**config.mk**
```make
export PLATFORM = sky130hd
export DESIGN_NAME = fmc_bram_axil_bridge
export DESIGN_NICKNAME = d
export VERILOG_FILES = /design/src/rtl/fmc_bram_axil_bridge.sv
export SDC_FILE = /design/constraint.sdc
export NUM_CORES = 1
export LEC_CHECK = 0
export ABC_AREA = 1
export BUFFER_PORTS_ARGS = -buffer_cell sky130_fd_sc_hd__buf_2
export CORE_MARGIN = 1.5
export CORE_UTILIZATION = 35
export DETAILED_ROUTE_END_ITERATION = 7
export PLACE_DENSITY = 0.69
export SYNTH_ARGS = -nofsm -noshare
export SYNTH_HDL_FRONTEND = slang
export SYNTH_SLANG_ARGS = --single-unit
```
**constraint.sdc**
```tcl
create_clock -name aclk -period 2.8 [get_ports aclk]
set_input_delay 0.84 -clock aclk [delete_from_list [all_inputs] [get_ports aclk]]
set_output_delay 0.84 -clock aclk [all_outputs]
set_load 0.01 [all_outputs]
```
**src/rtl/fmc_bram_axil_bridge.sv**
```systemverilog
// fmc_bram_axil_bridge
//   Converts single 16-bit BRAM-port accesses coming from the FMC slave
//   interface into one AXI4-Lite master transaction each (32-bit data bus).
//   busy is high while an AXI transaction is in flight and feeds the FMC
//   NWAIT path, so the external host stalls until the transaction completes.
//
// Optional feature macro: FMC_BRAM_AXIL_TIMEOUT_EN
//   Defined     : watchdog aborts a transaction after C_TIMEOUT_CYCLES non-idle
//                 cycles, sets err_timeout and returns 16'hDEAD for reads.
//   Not defined : no watchdog, the bridge waits indefinitely, err_timeout = 0.
//
// Ports
//   aclk, aresetn            clock, asynchronous active-low reset
//   bram_en/we/addr/din      BRAM-style access port (we != 0 means write)
//   bram_dout                registered read data of the last completed read
//   busy                     transaction in progress
//   err_resp/overrun/timeout sticky error flags, cleared only by reset
//   m_axi_*                  AXI4-Lite master (AW, W, B, AR, R channels)
module fmc_bram_axil_bridge #(
  parameter int                          C_ADDR_WIDTH     = 12,
  parameter int                          C_AXI_ADDR_WIDTH = 32,
  parameter logic [C_AXI_ADDR_WIDTH-1:0] C_BASE_ADDR      = '0,
  parameter int                          C_TIMEOUT_CYCLES = 1024
) (
  input  logic                        aclk,
  input  logic                        aresetn,
  input  logic                        bram_en,
  input  logic [1:0]                  bram_we,
  input  logic [C_ADDR_WIDTH-1:0]     bram_addr,
  input  logic [15:0]                 bram_din,
  output logic [15:0]                 bram_dout,
  output logic                        busy,
  output logic                        err_resp,
  output logic                        err_overrun,
  output logic                        err_timeout,
  output logic [C_AXI_ADDR_WIDTH-1:0] m_axi_awaddr,
  output logic [2:0]                  m_axi_awprot,
  output logic                        m_axi_awvalid,
  input  logic                        m_axi_awready,
  output logic [31:0]                 m_axi_wdata,
  output logic [3:0]                  m_axi_wstrb,
  output logic                        m_axi_wvalid,
  input  logic                        m_axi_wready,
  input  logic [1:0]                  m_axi_bresp,
  input  logic                        m_axi_bvalid,
  output logic                        m_axi_bready,
  output logic [C_AXI_ADDR_WIDTH-1:0] m_axi_araddr,
  output logic [2:0]                  m_axi_arprot,
  output logic                        m_axi_arvalid,
  input  logic                        m_axi_arready,
  input  logic [31:0]                 m_axi_rdata,
  input  logic [1:0]                  m_axi_rresp,
  input  logic                        m_axi_rvalid,
  output logic                        m_axi_rready
);

  typedef enum logic [2:0] {IDLE, WR, WRESP, RADDR, RDATA} state_t;

  state_t                        state, state_next;
  logic [C_AXI_ADDR_WIDTH-1:0]   addr_in, addr_q;
  logic [31:0]                   wdata_q;
  logic [3:0]                    wstrb_q;
  logic                          lane_q, aw_done, w_done;
  logic                          accept, aw_hs, w_hs, b_hs, ar_hs, r_hs, abort;

  // Byte address of the halfword; bit 1 picks the upper/lower 16-bit lane.
  assign addr_in = C_BASE_ADDR +
                   {{(C_AXI_ADDR_WIDTH-C_ADDR_WIDTH-1){1'b0}}, bram_addr, 1'b0};

  assign accept = bram_en && (state == IDLE);

  // Valid/ready outputs decode directly from registered state, so an abort
  // or reset drops them all at once.
  assign m_axi_awvalid = (state == WR) && !aw_done;
  assign m_axi_wvalid  = (state == WR) && !w_done;
  assign m_axi_bready  = (state == WRESP);
  assign m_axi_arvalid = (state == RADDR);
  assign m_axi_rready  = (state == RDATA);
  assign m_axi_awaddr  = addr_q;
  assign m_axi_araddr  = addr_q;
  assign m_axi_awprot  = 3'b000;
  assign m_axi_arprot  = 3'b000;
  assign m_axi_wdata   = wdata_q;
  assign m_axi_wstrb   = wstrb_q;
  assign busy          = (state != IDLE);

  assign aw_hs = m_axi_awvalid && m_axi_awready;
  assign w_hs  = m_axi_wvalid  && m_axi_wready;
  assign b_hs  = m_axi_bready  && m_axi_bvalid;
  assign ar_hs = m_axi_arvalid && m_axi_arready;
  assign r_hs  = m_axi_rready  && m_axi_rvalid;

`ifdef FMC_BRAM_AXIL_TIMEOUT_EN
  localparam int TW = $clog2(C_TIMEOUT_CYCLES + 1);
  logic [TW-1:0] to_cnt;

  // Counts non-idle cycles; held at zero while idle so it starts fresh on
  // every accepted access.
  always_ff @(posedge aclk or negedge aresetn) begin
    if (!aresetn)            to_cnt <= '0;
    else if (state == IDLE)  to_cnt <= '0;
    else                     to_cnt <= to_cnt + 1'b1;
  end

  // A response that completes in the final allowed cycle still wins.
  assign abort = (state != IDLE) && (to_cnt == TW'(C_TIMEOUT_CYCLES - 1)) &&
                 !b_hs && !r_hs;

  always_ff @(posedge aclk or negedge aresetn) begin
    if (!aresetn)   err_timeout <= 1'b0;
    else if (abort) err_timeout <= 1'b1;
  end
`else
  assign abort       = 1'b0;
  assign err_timeout = 1'b0;
`endif

  always_ff @(posedge aclk or negedge aresetn) begin
    if (!aresetn) state <= IDLE;
    else          state <= state_next;
  end

  // Write leaves WR only once both AW and W have handshaked, in either order.
  always_comb begin
    state_next = state;
    unique case (state)
      IDLE:    if (bram_en) state_next = (bram_we != 2'b00) ? WR : RADDR;
      WR:      if ((aw_done || aw_hs) && (w_done || w_hs)) state_next = WRESP;
      WRESP:   if (b_hs) state_next = IDLE;
      RADDR:   if (ar_hs) state_next = RDATA;
      RDATA:   if (r_hs) state_next = IDLE;
      default: state_next = IDLE;
    endcase
    if (abort) state_next = IDLE;
  end

  // Request capture, per-channel handshake tracking, read data and errors.
  always_ff @(posedge aclk or negedge aresetn) begin
    if (!aresetn) begin
      addr_q      <= '0;
      wdata_q     <= '0;
      wstrb_q     <= '0;
      lane_q      <= 1'b0;
      aw_done     <= 1'b0;
      w_done      <= 1'b0;
      bram_dout   <= 16'h0000;
      err_resp    <= 1'b0;
      err_overrun <= 1'b0;
    end else begin
      if (accept) begin
        addr_q  <= addr_in;
        lane_q  <= addr_in[1];
        aw_done <= 1'b0;
        w_done  <= 1'b0;
        if (bram_we != 2'b00) begin
          wdata_q <= {bram_din, bram_din};
          wstrb_q <= addr_in[1] ? {bram_we, 2'b00} : {2'b00, bram_we};
        end
      end
      if (aw_hs) aw_done <= 1'b1;
      if (w_hs)  w_done  <= 1'b1;
      if (r_hs)
        bram_dout <= lane_q ? m_axi_rdata[31:16] : m_axi_rdata[15:0];
      else if (abort && ((state == RADDR) || (state == RDATA)))
        bram_dout <= 16'hDEAD;
      if (bram_en && (state != IDLE)) err_overrun <= 1'b1;
      if ((b_hs && ((m_axi_bresp == 2'b10) || (m_axi_bresp == 2'b11))) ||
          (r_hs && ((m_axi_rresp == 2'b10) || (m_axi_rresp == 2'b11))))
        err_resp <= 1'b1;
    end
  end

endmodule

```
==> flow_summary.html, run 1 <==
<table>
<tr><th>Metric</th><th>Value</th></tr>
<tr><th colspan="2">Status</th></tr>
<tr><td>Result of the run</td><td>completed</td></tr>
<tr><th colspan="2">Route</th></tr>
<tr><td>Final wirelength</td><td>6.22 mm</td></tr>
<tr><td>Via count normalized by instance count</td><td>4.20</td></tr>
<tr><td>DRC violation total after the first TritonRoute iteration</td><td>between 50 and 60</td></tr>
<tr><td>First-pass iteration count of the detailed router</td><td>4</td></tr>
<tr><td>Via count</td><td>2459</td></tr>
<tr><td>Remaining number of nets flagged by the antenna check after routing</td><td>0</td></tr>
<tr><td>DRC errors left</td><td>0</td></tr>
<tr><td>Wirelength per Cell</td><td>10.6 µm</td></tr>
<tr><th colspan="2">Power</th></tr>
<tr><td>Seq pwr share</td><td>0.392</td></tr>
<tr><td>Cell-internal power</td><td>2.07 mW</td></tr>
<tr><td>Fraction of power spent switching nets</td><td>0.426</td></tr>
<tr><td>Switching power total</td><td>1.54 mW</td></tr>
<tr><td>Leakage power figure</td><td>2.13 nW</td></tr>
<tr><td>VDD IR max</td><td>around 390 µV</td></tr>
<tr><td>Share of power burned in the clock network</td><td>0.141</td></tr>
<tr><td>Total power draw</td><td>~3.6 mW</td></tr>
<tr><td>Combinational power share</td><td>0.467</td></tr>
<tr><td>Power density over cell area</td><td>1020 nW/µm²</td></tr>
<tr><th colspan="2">Critical path</th></tr>
<tr><td>Setup slack of the most critical reg-to-reg path</td><td>0.92 ns</td></tr>
<tr><td>CP endpoint kind</td><td>output port</td></tr>
<tr><td>Startpoint of the worst setup timing path</td><td>state[2]$_DFFE_PN0P_</td></tr>
<tr><td>Buffering stage count on the worst path with inverters included</td><td>3</td></tr>
<tr><td>Reg-to-Reg Start</td><td>state[0]$_DFFE_PN0P_</td></tr>
<tr><td>Crit path DAT</td><td>1.54 ns</td></tr>
<tr><td>Cell-by-cell trace of the critical path</td><td>inv_1 &gt; nand2_1 &gt; nor2_1 &gt; inv_1 &gt; nor2_1 &gt; buf_2</td></tr>
<tr><td>Slowest cell on crit path</td><td>sky130_fd_sc_hd__dfrtp_1</td></tr>
<tr><td>Startpoint type of the worst setup path</td><td>register</td></tr>
<tr><td>Crit-path leading delay family</td><td>flip-flops</td></tr>
<tr><td>Type of the setup path with the least slack</td><td>register to output port</td></tr>
<tr><td>Worst R2R Path Depth</td><td>8</td></tr>
<tr><td>CP peak stage delay</td><td>0.46 ns</td></tr>
<tr><td>Reg-to-reg endpoint</td><td>m_axi_wdata[24]$_DFFE_PN0P_</td></tr>
<tr><td>Critical-path maximum fanout</td><td>5</td></tr>
<tr><td>Crit path required time</td><td>1.96 ns</td></tr>
<tr><th colspan="2">Floorplanning</th></tr>
<tr><td>Num rows</td><td>33</td></tr>
<tr><td>Number of primary I/O pins</td><td>roughly 210</td></tr>
<tr><td>Effective utilization at floorplan</td><td>0.362</td></tr>
<tr><td>Die span in x</td><td>95.2 µm</td></tr>
<tr><td>Area of the core</td><td>slightly above 8000 µm²</td></tr>
<tr><td>Die height</td><td>between 90 and 100 µm</td></tr>
<tr><td>Die Outline Area</td><td>roughly 9100 µm²</td></tr>
<tr><th colspan="2">Cells and area</th></tr>
<tr><td>Most frequent cells in the layout</td><td>sky130_fd_sc_hd__buf_2 (155), sky130_fd_sc_hd__nand2_1 (125), sky130_fd_sc_hd__dfrtp_1 (55), sky130_fd_sc_hd__conb_1 (47), sky130_fd_sc_hd__nor2_1 (44)</td></tr>
<tr><td>Total number of nets in the final design</td><td>555</td></tr>
<tr><td>ANT cells</td><td>0</td></tr>
<tr><td>Fraction of final layout cells sized beyond drive strength 1</td><td>0.356</td></tr>
<tr><td>Area Overhead vs Synth</td><td>19.1%</td></tr>
<tr><td>Leading cell type in the layout, fill and taps excluded</td><td>sky130_fd_sc_hd__buf_2</td></tr>
<tr><th colspan="2">CTS</th></tr>
<tr><td>Num CTS Buffers</td><td>5</td></tr>
<tr><td>Clock Tree Buf Depth</td><td>2</td></tr>
<tr><td>Hold bufs inserted after CTS</td><td>0</td></tr>
<tr><td>Clock Sink Count</td><td>55</td></tr>
<tr><td>CTS tree</td><td>done</td></tr>
<tr><td>Clk root buf</td><td>sky130_fd_sc_hd__clkbuf_8</td></tr>
<tr><td>Post-CTS setup repair buffer count</td><td>0</td></tr>
<tr><td>Clk_lat worst skew</td><td>0.30 ns</td></tr>
<tr><td>Number of gates given a new drive strength after cts</td><td>0</td></tr>
<tr><td>Clock transition at the register clock pins on the worst setup and hold paths after CTS</td><td>~0.1 ns</td></tr>
<tr><td>Maximum level of the CTS H-tree</td><td>2</td></tr>
<tr><th colspan="2">Hold path</th></tr>
<tr><td>Type of the tightest min-delay check</td><td>register to register</td></tr>
<tr><td>Number of cells on the worst hold path</td><td>1</td></tr>
<tr><td>Min-Delay Endpoint</td><td>err_overrun$_DFFE_PN0P_</td></tr>
<tr><td>HP Start</td><td>err_overrun$_DFFE_PN0P_</td></tr>
<tr><th colspan="2">Place</th></tr>
<tr><td>Placed wire-length estimate</td><td>4.84 mm</td></tr>
<tr><td>Weighted congestion at the end of routability-driven global placement</td><td>0.738</td></tr>
<tr><td>Count of input and output buffers</td><td>155</td></tr>
<tr><th colspan="2">STA</th></tr>
<tr><td>Slew margin rel.</td><td>0.590</td></tr>
<tr><td>Post-layout minimum cycle time</td><td>2.38 ns</td></tr>
<tr><td>Worst-margin pin slew</td><td>around 0.6 ns</td></tr>
<tr><td>Max-slew violations</td><td>0</td></tr>
<tr><td>Setup repair after global routing missed its margin</td><td>false</td></tr>
<tr><td>Fmax achieved</td><td>420 MHz</td></tr>
<tr><td>Hold violation count in the final report</td><td>0</td></tr>
<tr><td># setup viols final</td><td>0</td></tr>
<tr><td>Final setup skew</td><td>0.00699 ns</td></tr>
<tr><td>Crit share post-route</td><td>0.851</td></tr>
<tr><td>Summed negative setup slack over all endpoints</td><td>0 ns</td></tr>
<tr><th colspan="2">Synthesis</th></tr>
<tr><td>Avg Cell Area, Syn</td><td>8.29 µm²</td></tr>
<tr><td>Count of different cell masters after synthesis</td><td>24</td></tr>
<tr><td>Synthesis warning total</td><td>0</td></tr>
<tr><td>Post-Syn Instances</td><td>roughly 360</td></tr>
<tr><td>Sequential element share of the synthesized area</td><td>0.463</td></tr>
<tr><td>Mapped cell area</td><td>2980 µm²</td></tr>
<tr><td>Count of state elements after synthesis</td><td>between 50 and 60</td></tr>
<tr><th colspan="2">Run</th></tr>
<tr><td>Max cap viols</td><td>0</td></tr>
<tr><th colspan="2">Global routing</th></tr>
<tr><td>Number of global-route vias before repair</td><td>approximately 2000</td></tr>
<tr><td>Overall fraction of global-route tracks in use</td><td>0.130</td></tr>
<tr><td>GRT Residual Overflow</td><td>0</td></tr>
<tr><td>Wire length of the first global-routing pass</td><td>approximately 9.1 mm</td></tr>
<tr><td>Number of antenna violations at the first check in global routing</td><td>0</td></tr>
<tr><td>Pin count of the biggest net entering global routing</td><td>33</td></tr>
</table>
-- cell families after synthesis --
kind of cell	after synthesis	synth area share
other	1	0.00126
DFF	55	0.463
buffers and inverters	99	0.230
and+or+nand+nor	184	0.258
AOI/OAI and AO/OA	20	0.0479
-- stage by stage --
step           std cells   util  instance area, µm²  hold WS [ns]  setup slack (ns)
5_1_grt              586  0.431                3540         0.484             0.240
3_5_place_dp         579  0.418                3440         0.440             0.608
6_report             586  0.431                3540         0.458             0.417
2_1_floorplan        405      -                3150         0.472             0.949
3_3_place_gp         579  0.418                3440         0.433             0.615
4_1_cts              586  0.431                3540         0.463             0.406
-- metal layers --
| layer | vias up | track usage | wire (µm) | part of all wire |
|---|---|---|---|---|
| met4 | 0 | 0.0448 | 65 | 0.010 |
| met2 | 125 | 0.230 | 2990 | 0.48 |
| met3 | 5 | 0.0311 | 579 | 0.093 |
| met5 | - | 0 | 0 | 0 |
| met1 | 1099 | 0.152 | 2580 | 0.42 |
| li1 | 1230 | - | - | - |
-- flip-flops by register name (all words and copies together), names as in the netlist --
register	count
m_axi_wstrb	4
err_resp	1
m_axi_wdata	16
aw_done	1
w_done	1
err_overrun	1
bram_dout	16
state	3
m_axi_araddr	12
-- power by group through the flow --
stage	Combinational (mW)	Clock (mW)	Sequential, mW
after floorplan	1.18	0	1.54
after global placement	1.69	0	1.42
after detailed placement	1.72	0	1.43
after CTS	1.72	0.536	1.42
after global routing	1.91	0.567	1.47
final	1.68	0.507	1.41
-- synth_stat cells --
cell	instances	share of area
sky130_fd_sc_hd__nand2_4	1	0.0038
sky130_fd_sc_hd__o21ai_0	1	0.0017
sky130_fd_sc_hd__nor2_8	2	0.013
sky130_fd_sc_hd__nor2_4	1	0.0038
sky130_fd_sc_hd__inv_1	9	0.011
sky130_fd_sc_hd__nand2_1	125	0.16
sky130_fd_sc_hd__nor3_1	1	0.0017
sky130_fd_sc_hd__buf_2	3	0.0050
sky130_fd_sc_hd__a21oi_1	2	0.0034
sky130_fd_sc_hd__nand3_1	7	0.012
sky130_fd_sc_hd__nand3b_1	1	0.0025
sky130_fd_sc_hd__buf_6	2	0.0076
sky130_fd_sc_hd__o31ai_1	16	0.040
sky130_fd_sc_hd__inv_4	1	0.0021
sky130_fd_sc_hd__clkinv_1	1	0.0013
sky130_fd_sc_hd__nor3_4	1	0.0055
sky130_fd_sc_hd__buf_4	78	0.20
sky130_fd_sc_hd__nor2_1	44	0.056
sky130_fd_sc_hd__conb_1	1	0.0013
sky130_fd_sc_hd__a21o_1	1	0.0025
sky130_fd_sc_hd__clkbuf_1	4	0.0050
sky130_fd_sc_hd__nand2_2	1	0.0021
sky130_fd_sc_hd__inv_2	1	0.0013
sky130_fd_sc_hd__dfrtp_1	55	0.46
-- cell type report --
cell class | count | area, µm²
clock inverters | 2 | 37.5
well taps | 105 | 131
multi-input cells | 251 | 1090
inverters | 12 | 47.5
fillers | 845 | 4670
flip-flops and latches | 55 | 1380
clock buffers | 5 | 68.8
repair buffers | 156 | 796
-- worst max path at each step --
stage / depth (start not counted) / slack (ns) / to
2_1_floorplan: 5 / 0.95 / m_axi_awvalid
3_3_place_gp: 8 / 0.61 / m_axi_wdata[22]$_DFFE_PN0P_
3_5_place_dp: 8 / 0.61 / m_axi_wdata[24]$_DFFE_PN0P_
4_1_cts: 6 / 0.41 / m_axi_awvalid
5_1_grt: 6 / 0.24 / m_axi_awvalid
6_report: 6 / 0.42 / m_axi_awvalid
No activity file was read; power rests on OpenSTA's default activity.
==> run 2: changes to the inputs <==
- ABC_AREA: 1 -> not set
- CORE_MARGIN: 1.5 -> 3
==> flow_summary.html, run 2 <==
<table>
<tr><th>Metric</th><th>Value</th></tr>
<tr><th colspan="2">Critical path</th></tr>
<tr><td>Startpoint type of the worst setup path</td><td>register</td></tr>
<tr><td>CP endpoint kind</td><td>output port</td></tr>
<tr><td>Crit path DAT</td><td>1.75 ns (+0.21 ns)</td></tr>
<tr><td>Slowest cell on crit path</td><td>sky130_fd_sc_hd__dfrtp_1</td></tr>
<tr><td>Crit path required time</td><td>1.96 ns (about the same)</td></tr>
<tr><td>Cell-by-cell trace of the critical path</td><td>or3b_2 &gt; nor2_1 &gt; buf_2</td></tr>
<tr><td>Type of the setup path with the least slack</td><td>register to output port</td></tr>
<tr><td>Buffering stage count on the worst path with inverters included</td><td>1 (-2)</td></tr>
<tr><td>CP peak stage delay</td><td>0.64 ns (+0.18 ns)</td></tr>
<tr><td>Crit-path leading delay family</td><td>simple AND/OR/NAND/NOR gates</td></tr>
<tr><td>Critical-path maximum fanout</td><td>12 (+7)</td></tr>
<tr><th colspan="2">Place</th></tr>
<tr><td>Placed wire-length estimate</td><td>4.84 mm (about the same)</td></tr>
<tr><td>Weighted congestion at the end of routability-driven global placement</td><td>0.774 (+5.0%)</td></tr>
<tr><td>Count of input and output buffers</td><td>155 (unchanged)</td></tr>
<tr><th colspan="2">Global routing</th></tr>
<tr><td>Wire length of the first global-routing pass</td><td>9.72 mm (+7.1%)</td></tr>
<tr><td>GRT Residual Overflow</td><td>0 (unchanged)</td></tr>
<tr><td>Number of global-route vias before repair</td><td>1989 (+0.51%)</td></tr>
<tr><td>Overall fraction of global-route tracks in use</td><td>0.124 (-0.00660)</td></tr>
<tr><td>Pin count of the biggest net entering global routing</td><td>34 (+3.0%)</td></tr>
<tr><td>Number of antenna violations at the first check in global routing</td><td>0 (unchanged)</td></tr>
<tr><th colspan="2">Hold path</th></tr>
<tr><td>Type of the tightest min-delay check</td><td>register to register</td></tr>
<tr><th colspan="2">CTS</th></tr>
<tr><td>Clock Tree Buf Depth</td><td>2 (unchanged)</td></tr>
<tr><td>Clock Sink Count</td><td>55 (unchanged)</td></tr>
<tr><td>Num CTS Buffers</td><td>5 (unchanged)</td></tr>
<tr><td>CTS tree</td><td>done</td></tr>
<tr><td>Post-CTS setup repair buffer count</td><td>0 (unchanged)</td></tr>
<tr><td>Maximum level of the CTS H-tree</td><td>2 (unchanged)</td></tr>
<tr><td>Hold bufs inserted after CTS</td><td>0 (unchanged)</td></tr>
<tr><td>Number of gates given a new drive strength after cts</td><td>0 (unchanged)</td></tr>
<tr><td>Clk root buf</td><td>sky130_fd_sc_hd__clkbuf_8</td></tr>
<tr><td>Clk_lat worst skew</td><td>0.30 ns (about the same)</td></tr>
<tr><td>Clock transition at the register clock pins on the worst setup and hold paths after CTS</td><td>0.09 ns (about the same)</td></tr>
<tr><th colspan="2">STA</th></tr>
<tr><td>Slew margin rel.</td><td>0.580 (-0.00942)</td></tr>
<tr><td>Post-layout minimum cycle time</td><td>2.59 ns (+0.211 ns)</td></tr>
<tr><td>Crit share post-route</td><td>0.926 (+0.0753)</td></tr>
<tr><td>Setup repair after global routing missed its margin</td><td>false</td></tr>
<tr><td>Summed negative setup slack over all endpoints</td><td>0 ns (unchanged)</td></tr>
<tr><td>Fmax achieved</td><td>386 MHz (-8.1%)</td></tr>
<tr><td>Final setup skew</td><td>0.00505 ns (-0.00194 ns)</td></tr>
<tr><td>Hold violation count in the final report</td><td>0 (unchanged)</td></tr>
<tr><td>Worst-margin pin slew</td><td>0.629 ns (+0.0141 ns)</td></tr>
<tr><td>Max-slew violations</td><td>0 (unchanged)</td></tr>
<tr><td># setup viols final</td><td>0 (unchanged)</td></tr>
<tr><td>Hold Slack</td><td>0.473 ns (+0.0150 ns)</td></tr>
<tr><th colspan="2">Floorplanning</th></tr>
<tr><td>Area of the core</td><td>7890 µm² (-4.0%)</td></tr>
<tr><td>Die span in x</td><td>97.2 µm (+2.1%)</td></tr>
<tr><td>Number of primary I/O pins</td><td>205 (unchanged)</td></tr>
<tr><td>Die Outline Area</td><td>9440 µm² (+4.2%)</td></tr>
<tr><td>Num rows</td><td>32 (-3.0%)</td></tr>
<tr><td>Effective utilization at floorplan</td><td>0.369 (+0.00686)</td></tr>
<tr><td>Die height</td><td>97.2 µm (+2.1%)</td></tr>
<tr><th colspan="2">Synthesis</th></tr>
<tr><td>Avg Cell Area, Syn</td><td>11.2 µm² (+36%)</td></tr>
<tr><td>Most used flip-flop cell after synthesis</td><td>sky130_fd_sc_hd__dfrtp_1</td></tr>
<tr><td>List of most frequent post-synthesis cells</td><td>sky130_fd_sc_hd__buf_4 (77), sky130_fd_sc_hd__dfrtp_1 (55), sky130_fd_sc_hd__nor2_1 (19)</td></tr>
<tr><td>Number of synthesized flops with an enable pin</td><td>0 (unchanged)</td></tr>
<tr><td>Top-count cell post-synth</td><td>sky130_fd_sc_hd__buf_4</td></tr>
<tr><td>Biggest area contributors in the synthesized netlist</td><td>sky130_fd_sc_hd__dfrtp_1 (47%), sky130_fd_sc_hd__buf_4 (20%), sky130_fd_sc_hd__mux2_2 (7.0%), sky130_fd_sc_hd__mux2i_1 (6.2%), sky130_fd_sc_hd__mux2_1 (3.9%)</td></tr>
<tr><td>Count of different cell masters after synthesis</td><td>32 (+33%)</td></tr>
<tr><td>Mapped cell area</td><td>2910 µm² (-2.2%)</td></tr>
<tr><td>Sequential element share of the synthesized area</td><td>0.473 (+0.0103)</td></tr>
<tr><td>Post-Syn Instances</td><td>259 (-28%)</td></tr>
<tr><td>Synthesis warning total</td><td>0 (unchanged)</td></tr>
<tr><td>Count of state elements after synthesis</td><td>55 (unchanged)</td></tr>
<tr><td>Share of the synthesized area in the top cell type</td><td>0.473 (+0.0103)</td></tr>
<tr><td>Async set or reset register ratio after synthesis</td><td>1.00 (unchanged)</td></tr>
<tr><td>Largest area contributor in the synthesized netlist</td><td>sky130_fd_sc_hd__dfrtp_1</td></tr>
<tr><th colspan="2">Route</th></tr>
<tr><td>Wirelength per Cell</td><td>12.4 µm (+17%)</td></tr>
<tr><td>Final wirelength</td><td>6.04 mm (-2.8%)</td></tr>
<tr><td>Via count normalized by instance count</td><td>4.33 (+3.1%)</td></tr>
<tr><td>First-pass iteration count of the detailed router</td><td>4 (unchanged)</td></tr>
<tr><td>Remaining number of nets flagged by the antenna check after routing</td><td>0 (unchanged)</td></tr>
<tr><td>Via count</td><td>2107 (-14%)</td></tr>
<tr><td>DRC errors left</td><td>0 (unchanged)</td></tr>
<tr><td>DRC violation total after the first TritonRoute iteration</td><td>19 (-67%)</td></tr>
<tr><th colspan="2">Cells and area</th></tr>
<tr><td>Final core occ</td><td>0.445 (+0.0136)</td></tr>
<tr><td>Fraction of final layout cells sized beyond drive strength 1</td><td>0.488 (+0.133)</td></tr>
<tr><td>Area occupied by multi-input gates</td><td>1070 µm² (-1.4%)</td></tr>
<tr><td>Most frequent cells in the layout</td><td>sky130_fd_sc_hd__buf_2 (155), sky130_fd_sc_hd__dfrtp_1 (55), sky130_fd_sc_hd__conb_1 (47), sky130_fd_sc_hd__nor2_1 (19)</td></tr>
<tr><td>Area Overhead vs Synth</td><td>20.6%</td></tr>
<tr><td>Total number of nets in the final design</td><td>458 (-17%)</td></tr>
<tr><td>Leading cell type in the layout, fill and taps excluded</td><td>sky130_fd_sc_hd__buf_2</td></tr>
<tr><td>Reg area</td><td>1380 µm² (unchanged)</td></tr>
<tr><td>Fill cells</td><td>779 (-7.8%)</td></tr>
<tr><td>ANT cells</td><td>0 (unchanged)</td></tr>
<tr><th colspan="2">Power</th></tr>
<tr><td>Power density over cell area</td><td>1050 nW/µm² (+3.0%)</td></tr>
<tr><td>Cell-internal power</td><td>2.26 mW (+9.1%)</td></tr>
<tr><td>Fraction of power spent switching nets</td><td>0.386 (-0.0401)</td></tr>
<tr><td>Share of power burned in the clock network</td><td>0.129 (-0.012)</td></tr>
<tr><td>Seq pwr share</td><td>0.390 (-0.002)</td></tr>
<tr><td>Leakage power figure</td><td>1.88 nW (-12%)</td></tr>
<tr><td>VDD IR max</td><td>398 µV (+0.85%)</td></tr>
<tr><td>Switching power total</td><td>1.42 mW (-7.6%)</td></tr>
<tr><td>Combinational power share</td><td>0.481 (+0.014)</td></tr>
<tr><td>Total power draw</td><td>3.68 mW (+2.0%)</td></tr>
<tr><th colspan="2">Status</th></tr>
<tr><td>Result of the run</td><td>completed</td></tr>
<tr><th colspan="2">Run</th></tr>
<tr><td>Max cap viols</td><td>0 (unchanged)</td></tr>
</table>
-- run 2: cell types whose count changed after synthesis, moves of 3 or more --
cell,before,now
sky130_fd_sc_hd__a21oi_1,2,17
sky130_fd_sc_hd__o31ai_1,16,0
sky130_fd_sc_hd__nor2_1,44,19
sky130_fd_sc_hd__inv_1,9,2
sky130_fd_sc_hd__mux2_1,0,10
sky130_fd_sc_hd__a22o_1,0,3
sky130_fd_sc_hd__mux2i_1,0,18
sky130_fd_sc_hd__nand3_1,7,0
sky130_fd_sc_hd__nand2_1,125,7
sky130_fd_sc_hd__mux2_2,0,18
-- run 2: final cells by class --
type / instances / area share
Inverter: 2 / 0.00214
Multi-Input combinational cell: 160 / 0.305
Clock buffer: 8 / 0.0285
Timing Repair Buffer: 160 / 0.235
Sequential cell: 55 / 0.392
Tap cell: 102 / 0.0364
-- run 2: logic make-up after synthesis --
kind of cell           synth area share
AO/OA/AOI/OAI                    0.0727
buffers and inverters             0.224
flip-flops                        0.473
multiplexers                      0.170
other                           0.00129
AND/OR/NAND/NOR                  0.0593
-- run 2: final timing paths --
kind	start	endpoint	slack (ns)	depth (start not counted)
min in group asynchronous	aresetn	m_axi_wdata[22]$_DFFE_PN0P_	0.54	1
min reg2reg	err_overrun$_DFFE_PN0P_	err_overrun$_DFFE_PN0P_	0.47	1
max	state[0]$_DFFE_PN0P_	m_axi_wvalid	0.21	3
min	err_overrun$_DFFE_PN0P_	err_overrun$_DFFE_PN0P_	0.47	1
max reg2reg	state[0]$_DFFE_PN0P_	m_axi_wdata[16]$_DFFE_PN0P_	1.01	4
max in group asynchronous	aresetn	bram_dout[12]$_DFFE_PN0P_	1.68	2
-- run 2: power groups by stage --
stage	sequential, mW	clock [mW]	combinational, mW
2_1_floorplan	1.57	0	1.24
3_3_place_gp	1.44	0	1.78
3_5_place_dp	1.46	0	1.81
4_1_cts	1.44	0.498	1.81
5_1_grt	1.51	0.526	1.93
6_report	1.43	0.473	1.77
-- run 2: worst register-to-register path, cell delays in order, from the launching register on --
cell                      delay [ns]
sky130_fd_sc_hd__dfrtp_1        0.56
sky130_fd_sc_hd__nor4b_4        0.35
sky130_fd_sc_hd__o21a_1         0.15
sky130_fd_sc_hd__buf_4          0.24
sky130_fd_sc_hd__mux2_2         0.37
-- run 2: metrics by stage --
stage / area, µm² / setup WS [ns] / std cells
global placement: 3410 / 0.574 / 479
finish: 3510 / 0.206 / 487
global route: 3510 / 0.0510 / 487
detailed placement: 3410 / 0.534 / 479
floorplan: 3080 / 0.706 / 305
CTS: 3510 / 0.189 / 487
-- run 2: routing by layer --
metal,track usage,routed length (µm)
met5,0,0
met4,0.0410,88
met3,0.0388,675
met2,0.215,2930
met1,0.143,2340
==> run 3: changes to the inputs <==
- RECOVER_POWER: not set -> 50
- SETUP_SLACK_MARGIN: not set -> 0.4
==> flow_summary.html, run 3 (same netlist as run 2, synthesis figures left out) <==
<table>
<tr><th>Metric</th><th>Value</th></tr>
<tr><th colspan="2">Status</th></tr>
<tr><td>Result of the run</td><td>complete, but fails checks</td></tr>
<tr><td>Violated checks</td><td>capacitance limit</td></tr>
<tr><th colspan="2">Cells and area</th></tr>
<tr><td>Area of all placed cells without fillers</td><td>3500 µm² (-0.21%)</td></tr>
<tr><td>Most frequent cells in the layout</td><td>sky130_fd_sc_hd__buf_2 (134), sky130_fd_sc_hd__dfrtp_1 (52), sky130_fd_sc_hd__conb_1 (47), sky130_fd_sc_hd__clkbuf_1 (24), sky130_fd_sc_hd__nor2_1 (19)</td></tr>
<tr><td>Leading cell type in the layout, fill and taps excluded</td><td>sky130_fd_sc_hd__buf_2</td></tr>
<tr><td>Reg area</td><td>1380 µm² (+0.27%)</td></tr>
<tr><td>Fin cells</td><td>490 (+0.62%)</td></tr>
<tr><td>Area Overhead vs Synth</td><td>20.3%</td></tr>
<tr><td>Fraction of final layout cells sized beyond drive strength 1</td><td>0.441 (-0.0476)</td></tr>
<tr><td>Final core occ</td><td>0.444 (-0.000952)</td></tr>
<tr><td>Total number of nets in the final design</td><td>461 (+0.66%)</td></tr>
<tr><td>Fill cells</td><td>794 (+1.9%)</td></tr>
<tr><td>ANT cells</td><td>0 (unchanged)</td></tr>
<tr><td>Area occupied by multi-input gates</td><td>1070 µm² (unchanged)</td></tr>
<tr><th colspan="2">Place</th></tr>
<tr><td>Worst Setup Slack post-DPL</td><td>0.534 ns (unchanged)</td></tr>
<tr><td>Count of input and output buffers</td><td>155 (unchanged)</td></tr>
<tr><td>Weighted congestion at the end of routability-driven global placement</td><td>0.774 (unchanged)</td></tr>
<tr><td>Placed wire-length estimate</td><td>4.84 mm (unchanged)</td></tr>
<tr><td>Number of cells after detailed placement</td><td>479 (unchanged)</td></tr>
<tr><td>Cell Area, Placed</td><td>3410 µm² (unchanged)</td></tr>
<tr><th colspan="2">STA</th></tr>
<tr><td>Setup repair after global routing missed its margin</td><td>true</td></tr>
<tr><td>Crit share post-route</td><td>0.864 (-0.0621)</td></tr>
<tr><td>Fmax achieved</td><td>413 MHz (+7.2%)</td></tr>
<tr><td>Summed negative setup slack over all endpoints</td><td>0 ns (unchanged)</td></tr>
<tr><td># setup viols final</td><td>0 (unchanged)</td></tr>
<tr><td>Hold violation count in the final report</td><td>0 (unchanged)</td></tr>
<tr><td>Slew margin rel.</td><td>0.00468 (-0.576)</td></tr>
<tr><td>Max-slew violations</td><td>0 (unchanged)</td></tr>
<tr><td>Min setup slack post-route</td><td>0.380 ns (+0.174 ns)</td></tr>
<tr><td>Post-layout minimum cycle time</td><td>2.42 ns (-0.174 ns)</td></tr>
<tr><td>Final setup skew</td><td>0.00485 ns (-0.000199 ns)</td></tr>
<tr><td>Worst-margin pin slew</td><td>1.49 ns (+0.864 ns)</td></tr>
<tr><td>Hold Slack</td><td>0.473 ns (+0.000435 ns)</td></tr>
<tr><th colspan="2">Route</th></tr>
<tr><td>DRC errors left</td><td>0 (unchanged)</td></tr>
<tr><td>First-pass iteration count of the detailed router</td><td>4 (unchanged)</td></tr>
<tr><td>Final wirelength</td><td>6.08 mm (+0.66%)</td></tr>
<tr><td>DRC violation total after the first TritonRoute iteration</td><td>19 (unchanged)</td></tr>
<tr><td>Via count</td><td>2126 (+0.90%)</td></tr>
<tr><td>Remaining number of nets flagged by the antenna check after routing</td><td>0 (unchanged)</td></tr>
<tr><td>Wirelength per Cell</td><td>12.4 µm (about the same)</td></tr>
<tr><td>Via count normalized by instance count</td><td>4.34 (+0.28%)</td></tr>
<tr><th colspan="2">CTS</th></tr>
<tr><td>Clk_lat worst skew</td><td>0.30 ns (about the same)</td></tr>
<tr><td>Num CTS Buffers</td><td>5 (unchanged)</td></tr>
<tr><td>CTS tree</td><td>done</td></tr>
<tr><td>Clock transition at the register clock pins on the worst setup and hold paths after CTS</td><td>0.09 ns (about the same)</td></tr>
<tr><td>Clk root buf</td><td>sky130_fd_sc_hd__clkbuf_8</td></tr>
<tr><td>Clock Sink Count</td><td>55 (unchanged)</td></tr>
<tr><td>Maximum level of the CTS H-tree</td><td>2 (unchanged)</td></tr>
<tr><td>Clock Tree Buf Depth</td><td>2 (unchanged)</td></tr>
<tr><th colspan="2">Floorplanning</th></tr>
<tr><td>Area of the core</td><td>7890 µm² (unchanged)</td></tr>
<tr><td>Die Outline Area</td><td>9440 µm² (unchanged)</td></tr>
<tr><td>Die height</td><td>97.2 µm (unchanged)</td></tr>
<tr><td>Number of primary I/O pins</td><td>205 (unchanged)</td></tr>
<tr><td>Die span in x</td><td>97.2 µm (unchanged)</td></tr>
<tr><td>Effective utilization at floorplan</td><td>0.369 (unchanged)</td></tr>
<tr><td>Num rows</td><td>32 (unchanged)</td></tr>
<tr><th colspan="2">Critical path</th></tr>
<tr><td>Crit path required time</td><td>1.96 ns (about the same)</td></tr>
<tr><td>Critical-path maximum fanout</td><td>7 (-5)</td></tr>
<tr><td>Crit-path leading delay family</td><td>buffers and inverters</td></tr>
<tr><td>Slowest cell on crit path</td><td>sky130_fd_sc_hd__dfrtp_2</td></tr>
<tr><td>Reg-to-reg endpoint</td><td>err_resp$_DFFE_PN0P_</td></tr>
<tr><td>Cell-by-cell trace of the critical path</td><td>clkbuf_1 &gt; nor2b_1 &gt; and2_1 &gt; buf_2</td></tr>
<tr><td>Type of the setup path with the least slack</td><td>register to output port</td></tr>
<tr><td>Reg-to-Reg Start</td><td>state[1]$_DFFE_PN0P_</td></tr>
<tr><td>Setup slack of the most critical reg-to-reg path</td><td>0.55 ns (-0.46 ns)</td></tr>
<tr><td>Worst R2R Path Depth</td><td>5 (+1)</td></tr>
<tr><td>CP endpoint kind</td><td>output port</td></tr>
<tr><td>Startpoint type of the worst setup path</td><td>register</td></tr>
<tr><td>Buffering stage count on the worst path with inverters included</td><td>2 (+1)</td></tr>
<tr><td>CP peak stage delay</td><td>0.36 ns (-0.28 ns)</td></tr>
<tr><td>Crit path DAT</td><td>1.58 ns (-0.17 ns)</td></tr>
<tr><th colspan="2">Hold path</th></tr>
<tr><td>Number of cells on the worst hold path</td><td>1 (unchanged)</td></tr>
<tr><td>HP Start</td><td>err_overrun$_DFFE_PN0P_</td></tr>
<tr><td>Type of the tightest min-delay check</td><td>register to register</td></tr>
<tr><td>Min-Delay Endpoint</td><td>err_overrun$_DFFE_PN0P_</td></tr>
<tr><th colspan="2">Power</th></tr>
<tr><td>VDD IR max</td><td>396 µV (-0.44%)</td></tr>
<tr><td>Leakage power figure</td><td>1.82 nW (-3.2%)</td></tr>
<tr><td>Total power draw</td><td>3.67 mW (-0.14%)</td></tr>
<tr><td>Power density over cell area</td><td>1050 nW/µm² (about the same)</td></tr>
<tr><th colspan="2">Global routing</th></tr>
<tr><td>GRT Residual Overflow</td><td>0 (unchanged)</td></tr>
<tr><td>Wire length of the first global-routing pass</td><td>9.83 mm (+1.2%)</td></tr>
<tr><td>Number of antenna violations at the first check in global routing</td><td>0 (unchanged)</td></tr>
<tr><td>Number of global-route vias before repair</td><td>2011 (+1.1%)</td></tr>
<tr><td>Overall fraction of global-route tracks in use</td><td>0.125 (+0.00152)</td></tr>
<tr><td>Pin count of the biggest net entering global routing</td><td>34 (unchanged)</td></tr>
<tr><th colspan="2">Run</th></tr>
<tr><td>Max cap viols</td><td>1 (+1)</td></tr>
</table>
run 3: worst max-delay path by stage:
stage	from	endpoint	slack, ns	depth (start not counted)
2_1_floorplan	bram_en	m_axi_wdata[21]$_DFFE_PN0P_	0.71	5
3_5_place_dp	state[0]$_DFFE_PN0P_	m_axi_wvalid	0.53	3
4_1_cts	state[1]$_DFFE_PN0P_	m_axi_wvalid	0.44	3
3_3_place_gp	state[0]$_DFFE_PN0P_	m_axi_awvalid	0.57	3
5_1_grt	state[1]$_DFFE_PN0P_	m_axi_arvalid	0.23	4
6_report	state[1]$_DFFE_PN0P_	m_axi_arvalid	0.38	4
run 3: cell type report:
type	instances	share of cell area
inverter	2	0.00214
multi-input combinational	160	0.306
tap	102	0.0365
timing repair buffer	163	0.233
clock buffer	8	0.0286
sequential	55	0.394
run 3: power breakdown:
part | total [mW] | switching (mW) | internal, mW
Sequential | 1.39 | 0.218 | 1.18
Clock | 0.471 | 0.245 | 0.226
Combinational | 1.81 | 0.967 | 0.840
run 3: layer usage:
layer | global-route usage | vias to the layer above | share of wire
met4 | 0.0410 | 0 | 0.011
met1 | 0.146 | 981 | 0.39
met2 | 0.218 | 130 | 0.49
li1 | - | 1010 | -
met3 | 0.0388 | 5 | 0.11
met5 | 0 | - | 0
run 3: what timing repair did:
item,4_1_cts,5_1_grt
buffers inserted,3,0
gates resized for setup,3,1
setup endpoints to repair,2,3
hold buffers,0,0
cloned,0,0
